[config.mk]
export PLATFORM = sky130hd
export DESIGN_NAME = cordic_vectoring_iter
export DESIGN_NICKNAME = d
export VERILOG_FILES = /design/src/rtl/cordic_pkg.sv /design/src/rtl/cordic_vec_stage.sv /design/src/rtl/cordic_vectoring_iter.sv
export SDC_FILE = /design/constraint.sdc
export NUM_CORES = 1
export LEC_CHECK = 0
export ABC_AREA = 1
export ABC_CLOCK_PERIOD_IN_PS = 7800
export BUFFER_PORTS_ARGS = -buffer_cell sky130_fd_sc_hd__buf_2
export CAP_MARGIN = 0
export CORE_MARGIN = 8
export CORE_UTILIZATION = 40
export DETAILED_ROUTE_END_ITERATION = 8
export GPL_TIMING_DRIVEN = 0
export SLEW_MARGIN = 20
export SYNTH_ARGS = -nofsm -noshare
export SYNTH_HDL_FRONTEND = slang
export SYNTH_HIERARCHICAL = 1
export SYNTH_SLANG_ARGS = --single-unit
[constraint.sdc]
create_clock -name i_clk -period 7.8 [get_ports i_clk]
set_input_delay 1.17 -clock i_clk [delete_from_list [all_inputs] [get_ports i_clk]]
set_output_delay 1.17 -clock i_clk [all_outputs]
set_load 0.01 [all_outputs]
[src/rtl/cordic_pkg.sv]
// Shared constants for the circular CORDIC engines: arctangent table, gain
// constants and the vectoring FSM state encoding.
package cordic_pkg;

  localparam real c_CORDIC_GAIN     = 1.6467602581210654;
  localparam real c_CORDIC_INV_GAIN = 0.6072529350088813;
  localparam int  c_ATAN_ENTRIES    = 32;

  typedef enum logic [1:0] {
    IDLE = 2'd0,
    ROT  = 2'd1,
    DONE = 2'd2
  } state_e;

  // atan(2^-i) in binary-angle units for a 32-bit angle word, rescaled with
  // rounding to the requested width.
  function automatic logic [63:0] atan_val(input int width, input int i);
    logic [63:0] base;
    case (i)
      0:  base = 64'h2000_0000;
      1:  base = 64'h12E4_051E;
      2:  base = 64'h09FB_385B;
      3:  base = 64'h0511_11D4;
      4:  base = 64'h028B_0D43;
      5:  base = 64'h0145_D7E1;
      6:  base = 64'h00A2_F61E;
      7:  base = 64'h0051_7C55;
      8:  base = 64'h0028_BE53;
      9:  base = 64'h0014_5F2F;
      10: base = 64'h000A_2F98;
      11: base = 64'h0005_17CC;
      12: base = 64'h0002_8BE6;
      13: base = 64'h0001_45F3;
      14: base = 64'h0000_A2FA;
      15: base = 64'h0000_517D;
      16: base = 64'h0000_28BE;
      17: base = 64'h0000_145F;
      18: base = 64'h0000_0A30;
      19: base = 64'h0000_0518;
      20: base = 64'h0000_028C;
      21: base = 64'h0000_0146;
      22: base = 64'h0000_00A3;
      23: base = 64'h0000_0051;
      24: base = 64'h0000_0029;
      25: base = 64'h0000_0014;
      26: base = 64'h0000_000A;
      27: base = 64'h0000_0005;
      28: base = 64'h0000_0003;
      29: base = 64'h0000_0001;
      30: base = 64'h0000_0001;
      default: base = 64'h0;
    endcase
    if (width < 32) atan_val = (base + (64'd1 << (31 - width))) >> (32 - width);
    else            atan_val = base << (width - 32);
  endfunction

endpackage

[src/rtl/cordic_vec_stage.sv]
// One circular vectoring micro-rotation: steers y toward zero and accumulates
// the applied rotation angle in z.
module cordic_vec_stage #(
  parameter int p_XW = 34,
  parameter int p_ZW = 32,
  parameter int p_SW = 5
) (
  input  logic signed [p_XW-1:0] x,
  input  logic signed [p_XW-1:0] y,
  input  logic        [p_ZW-1:0] z,
  input  logic        [p_SW-1:0] shift,
  input  logic        [p_ZW-1:0] lut,
  output logic signed [p_XW-1:0] x_next,
  output logic signed [p_XW-1:0] y_next,
  output logic        [p_ZW-1:0] z_next
);

  logic signed [p_XW-1:0] x_sh;
  logic signed [p_XW-1:0] y_sh;

  assign x_sh = x >>> shift;
  assign y_sh = y >>> shift;

  // z wraps modulo 2^p_ZW so results across +/-pi come out right.
  always_comb begin
    if (!y[p_XW-1]) begin
      x_next = x + y_sh;
      y_next = y - x_sh;
      z_next = z + lut;
    end else begin
      x_next = x - y_sh;
      y_next = y + x_sh;
      z_next = z - lut;
    end
  end

endmodule

[src/rtl/cordic_vectoring_iter.sv]
// Iterative circular-vectoring CORDIC: (x, y) -> (K*|v|, atan2) with one
// micro-rotation per clock and valid/ready on both sides.
//   state | meaning
//   IDLE  | ready for operands
//   ROT   | one micro-rotation per clock, counter = iteration index
//   DONE  | result presented until downstream takes it
module cordic_vectoring_iter
  import cordic_pkg::*;
#(
  parameter int p_WIDTH = 32,
  parameter int p_ITER  = 16
) (
  input  logic               i_clk,
  input  logic               i_rst,
  input  logic [p_WIDTH-1:0] i_x,
  input  logic [p_WIDTH-1:0] i_y,
  input  logic               i_valid,
  output logic               o_ready,
  output logic [p_WIDTH+1:0] o_mag,
  output logic [p_WIDTH-1:0] o_angle,
  output logic               o_valid,
  input  logic               i_ready
);

  localparam int c_XW = p_WIDTH + 2;
  localparam int c_CW = $clog2(p_ITER + 1);
  localparam logic [c_CW-1:0] c_LAST = c_CW'(p_ITER - 1);

  if (p_ITER < 1 || p_ITER > p_WIDTH - 2) begin : g_bad_iter
    $error("cordic_vectoring_iter: p_ITER must be within 1..p_WIDTH-2");
  end

  state_e                    st;
  logic [c_CW-1:0]           cnt;
  logic signed [c_XW-1:0]    x_r, y_r, x_n, y_n, x_in, y_in;
  logic [p_WIDTH-1:0]        z_r, z_n, lut;
  logic                      zero_r;
  logic [p_WIDTH-1:0]        atan_rom [2**c_CW];

  for (genvar g = 0; g < 2**c_CW; g++) begin : g_rom
    localparam logic [63:0] c_A = atan_val(p_WIDTH, g);
    assign atan_rom[g] = c_A[p_WIDTH-1:0];
  end

  assign lut  = atan_rom[cnt];
  assign x_in = {{2{i_x[p_WIDTH-1]}}, i_x};
  assign y_in = {{2{i_y[p_WIDTH-1]}}, i_y};

  cordic_vec_stage #(
    .p_XW (c_XW),
    .p_ZW (p_WIDTH),
    .p_SW (c_CW)
  ) u_stage (
    .x      (x_r),
    .y      (y_r),
    .z      (z_r),
    .shift  (cnt),
    .lut    (lut),
    .x_next (x_n),
    .y_next (y_n),
    .z_next (z_n)
  );

  always_ff @(posedge i_clk or posedge i_rst) begin
    if (i_rst) begin
      st      <= IDLE;
      cnt     <= '0;
      x_r     <= '0;
      y_r     <= '0;
      z_r     <= '0;
      zero_r  <= 1'b0;
      o_mag   <= '0;
      o_angle <= '0;
    end else begin
      case (st)
        IDLE: if (i_valid) begin
          cnt    <= '0;
          zero_r <= (i_x == '0) && (i_y == '0);
          // Left half-plane: rotate by pi first; guard bits keep -min exact.
          if (i_x[p_WIDTH-1]) begin
            x_r <= -x_in;
            y_r <= -y_in;
            z_r <= {1'b1, {(p_WIDTH-1){1'b0}}};
          end else begin
            x_r <= x_in;
            y_r <= y_in;
            z_r <= '0;
          end
          st <= ROT;
        end
        ROT: begin
          x_r <= x_n;
          y_r <= y_n;
          z_r <= z_n;
          cnt <= cnt + c_CW'(1);
          if (cnt == c_LAST) begin
            st      <= DONE;
            o_mag   <= zero_r ? '0 : x_n;
            o_angle <= zero_r ? '0 : z_n;
          end
        end
        DONE: if (i_ready) st <= IDLE;
        default: st <= IDLE;
      endcase
    end
  end

  assign o_ready = (st == IDLE);
  assign o_valid = (st == DONE);

endmodule

==> run summary <==
The flow ran to the end, and the final reports show no timing, DRC or antenna violations. Counting the fill cells in the layout gives 5988. The full die area came out at 61580 sq um. The path with the worst hold slack has its endpoint at o_angle[15]$_DFFE_PP0P_.

The number of global-route vias before repair was 24230; the number of pins exceeding their max-slew limit in the final report was 0. The vias after detailed routing is 25500. The top cell types in the final layout, fill and taps aside, are nand2_1 (1182), nand3_1 (503), nor2_1 (340), inv_1 (268), buf_2 (206). The time the worst path needs with I/O delays and setup was 6431 ps; the share of Yosys cell area claimed by the top area cell type was 0.2058. The run gives 0.2020 as the fraction of the yosys area taken by sequential cells.

TritonCTS built the clock tree. Leaving out fill and tap cells, the most frequent cell in the layout is nand2_1. The fraction of registers with async set/reset works out to 1.000.

In this run the post-CTS setup repair buffer count came out at 0. Multiplexer share of the synthesized area: 0.0004643. The cell type contributing the most total cell area after synthesis is nand2_1. The relative slew slack was 0.1172; the instance count along the most critical hold path was 2.

The final cell area excluding filler cells was 23780 sq um. STA puts the critical path data required time at 8240 ps. STA classifies the critical path startpoint as a flip-flop. The mapped netlist covers 21560 sq um.

The most used flip-flop cell after synthesis is dfrtp_1. The floorplan step set the die height to 248.2 um. The startpoint of the most critical hold path is o_angle[15]$_DFFE_PP0P_.

Across the run, the number of max-cap violations was 0. Across all register-to-register paths, the minimum setup slack is 1370 ps. Setup repair after global routing left no endpoint under its margin. The worst setup slack before clock tree synthesis is 1270 ps. Maximum buffer depth of the clock tree: 2. The complex-gate fraction of the synthesized area was 0.1458; the number of distinct library cells after synthesis was 57.

The congestion estimate from routability-driven global placement came to 1.036. Using the TritonRoute via totals, the vias-per-cell ratio works out to 5.680. Buffers inserted to repair hold after CTS numbered 0. For the worst flop-to-flop path, the logic depth is 21. The share of synthesized cell area in full adder, half adder and majority cells came out at 0.06605.

The tools report the number of placement rows as 85. The width of the chip is 248.2 um, and the number of antenna violations at the first check in global routing is 4. For this block, the initial DRC count from the detailed router was 2748. After detailed placement, the total cell area comes to 23170 sq um. Number of instances in the synthesized netlist: 3624. The critical path contains buffers and inverters numbering 5 combined. The effective utilization at floorplan was 0.4022.

The actual transition at the worst max-transition pin works out to 1324 ps. Reg-to-reg critical path startpoint: y_r[33]$_DFFE_PP0P_. The peak per-stage delay on the critical path came out at 940 ps. The global routing met2 resource utilization was 0.5059. The cell sitting at the root of the clock tree is a clkbuf_16. The run gives 0.06271 as the met3 capacity usage during global routing. The number of synthesis warnings was 6. In this design, the largest share of critical-path delay is due to buffers and inverters. The first detailed-routing pass took 6 iterations. The latest clock arrival within the worst-skew pair was 500 ps. In this run, synthesis inferred 0 flip-flops with an integrated enable. Setup violations remaining at the end of the flow were counted as 0. The fraction of layout instances using a drive strength above 1 was 0.09594.

For this design the top-level I/O count stands at 136. The area share of and/or/nand/nor cells after synthesis was 0.4300. The type of the worst setup path is reg -> reg. In this run the number of H-tree levels came out at 4. Input and output buffers added on the ports amount to 134.

Of all nets on the critical path, the largest fanout is 10. The core region is 53600 sq um. The first global-routing pass estimated 153.3 mm of wire. The run gives 0 as the count of final hold-check violations. After detailed routing, the average wire length per cell comes to 23.03 um.

By area the synthesized netlist is led by nand2_1 (21%), dfrtp_1 (20%), nand3_1 (12%). The tools report the post-cts gate resize count as 0. By area, the combinational part of the netlist is dominated by simple AND/OR/NAND/NOR gates. For this run, the top clock speed supported by timing is 155.5 MHz. The layer flagged by global routing as most heavily used is met2. The run gives 1369 ps as the worst setup margin.

The min-delay analysis places its worst path in the category reg -> reg. The period utilization came out at 0.8245. The number of diodes is 0.

For the pin count of the biggest net entering global routing, the log shows 73. The tools report the final setup skew as 19.87 ps. Once detail routing completed, the nets flagged for antenna violations numbered 0. After clock tree synthesis, the clock-pin slew on the worst setup and hold paths is 90 ps. The number of nets in the finished design was 3961.

The remaining global-route overflow came out at 0. The number of sinks on the clock net was 174; the total track usage was 0.3326. The synthesis-stage register bit count was 174. For the TritonCTS buffer count, the log shows 17. Xor/xnor cell area share of the yosys netlist: 0.06947. In this run the critical register-to-register path is captured at y_r[29]$_DFFE_PP0P_. The signal on the critical path passes through clkbuf_1, inv_1, clkbuf_1, clkbuf_2, buf_1, o21ai_0, ha_1, nand3_1, nand3_1, a21oi_1, o21ai_0, nand2_1, nand2_1, a21boi_0, o21ai_0, a21oi_1, xnor2_1, nor2_1, nor2_1, nand2_1, nand2_1.

The area overhead of the layout relative to synthesis is 10.31%. Among all stages on the critical path, the largest delay is contributed by clkbuf_1. The type of element capturing the critical path is a flip-flop. Summed over all nets, the half-perimeter wirelength after detailed placement is 84.75 mm.

The global routing usage on met1 was 0.4438. The average instance in the mapped netlist occupies 5.949 sq um. For this block, the routed nets add up to 103.4 mm of wire.

The run gives 0 as the number of design rule violations left after detail routing. The most frequent cell on the critical path was nand2_1. The run gives 6870 ps as the data arrival at the endpoint of the critical path.
[per-stage QoR]
step                        util  instances  hold WS [ps]  TNS, ps
after floorplan                -       3626         440.0        0
after global placement    0.4311       4456         457.4   -94250
after detailed placement  0.4324       4458         463.8        0
after CTS                 0.4436       4490         483.7        0
after global routing      0.4437       4490         496.0        0
final                     0.4437       4490         478.5        0
[synthesized netlist by cell type, types with 3 or more instances]
cell / instances
nor2_2: 18
a211oi_1: 4
o21bai_1: 4
a31oi_1: 14
buf_4: 10
inv_2: 17
nand2_2: 33
nand2_1: 1182
inv_1: 269
a21boi_0: 21
ha_1: 109
xnor2_1: 52
buf_2: 70
nor3_1: 28
o22ai_1: 7
nand4_1: 18
o221ai_1: 5
o21ai_0: 197
buf_6: 7
nand2_4: 3
fa_1: 3
buf_1: 22
nand3_1: 503
o21a_1: 7
o211ai_1: 32
nand3b_1: 14
o31ai_1: 26
xor2_1: 119
nor4_1: 12
nor2_4: 7
a22oi_1: 3
o21ai_1: 33
nor2_1: 340
a21o_1: 16
a21oi_1: 162
clkbuf_1: 45
dfrtp_1: 174
nand3_2: 10
o21ai_2: 6
[flip-flops by register name, summed over array words and instances, names as in the netlist]
register  cells
cnt           5
o_angle      32
y_r          34
x_r          34
z_r          32
o_mag        34
zero_r        1
st            2
[metal layers]
layer / vias to the layer above / share of wire
li1: 12260 / -
met1: 11810 / 0.43
met2: 1213 / 0.42
met3: 225 / 0.090
met4: 4 / 0.058
met5: - / 0.00029
[worst min-delay path, delay by kind of cell (launching register included)]
family,cells,cell delay [ps]
DFF,1,340
and+or+nand+nor,1,50
AOI/OAI and AO/OA,1,50
[cells by family (layout without fill, tap and decap cells)]
logic type | after synthesis | count (layout)
AOI/OAI and AO/OA | 547 | 547
xor gates and xnor gates | 171 | 171
adders and majority gates | 112 | 112
buffers and inverters | 442 | 610
DFF | 174 | 174
muxes | 1 | 1
other | 1 | 3
and+or+nand+nor | 2176 | 2176
[final cells by class]
cell class,instances,area (sq um),area share
Multi-Input combinational cell,3010,15360,0.6457
Sequential cell,174,4354,0.1831
Inverter,287,1087,0.04572
Tap cell,696,870.8,0.03662
Buffer,155,782.0,0.03288
Timing Repair Buffer,136,725.7,0.03052
Clock buffer,17,425.4,0.01789
Clock inverter,15,178.9,0.007524
[worst max-delay path by stage]
stage,slack (ps),start,cells past startpoint,to
after global routing,840,cnt[0]$_DFFE_PP0P_,30,o_angle[30]$_DFFE_PP0P_
after global placement,-580,i_rst,2,y_r[26]$_DFFE_PP0P_
after floorplan,1910,i_rst,1,cnt[0]$_DFFE_PP0P_
after CTS,1250,y_r[33]$_DFFE_PP0P_,21,y_r[29]$_DFFE_PP0P_
after detailed placement,1270,y_r[33]$_DFFE_PP0P_,21,y_r[29]$_DFFE_PP0P_
final,1370,y_r[33]$_DFFE_PP0P_,21,y_r[29]$_DFFE_PP0P_
Power is left out: the tool's default activity adds up to more than one toggle a clock period on the data nets, which glitch-free logic cannot reach.
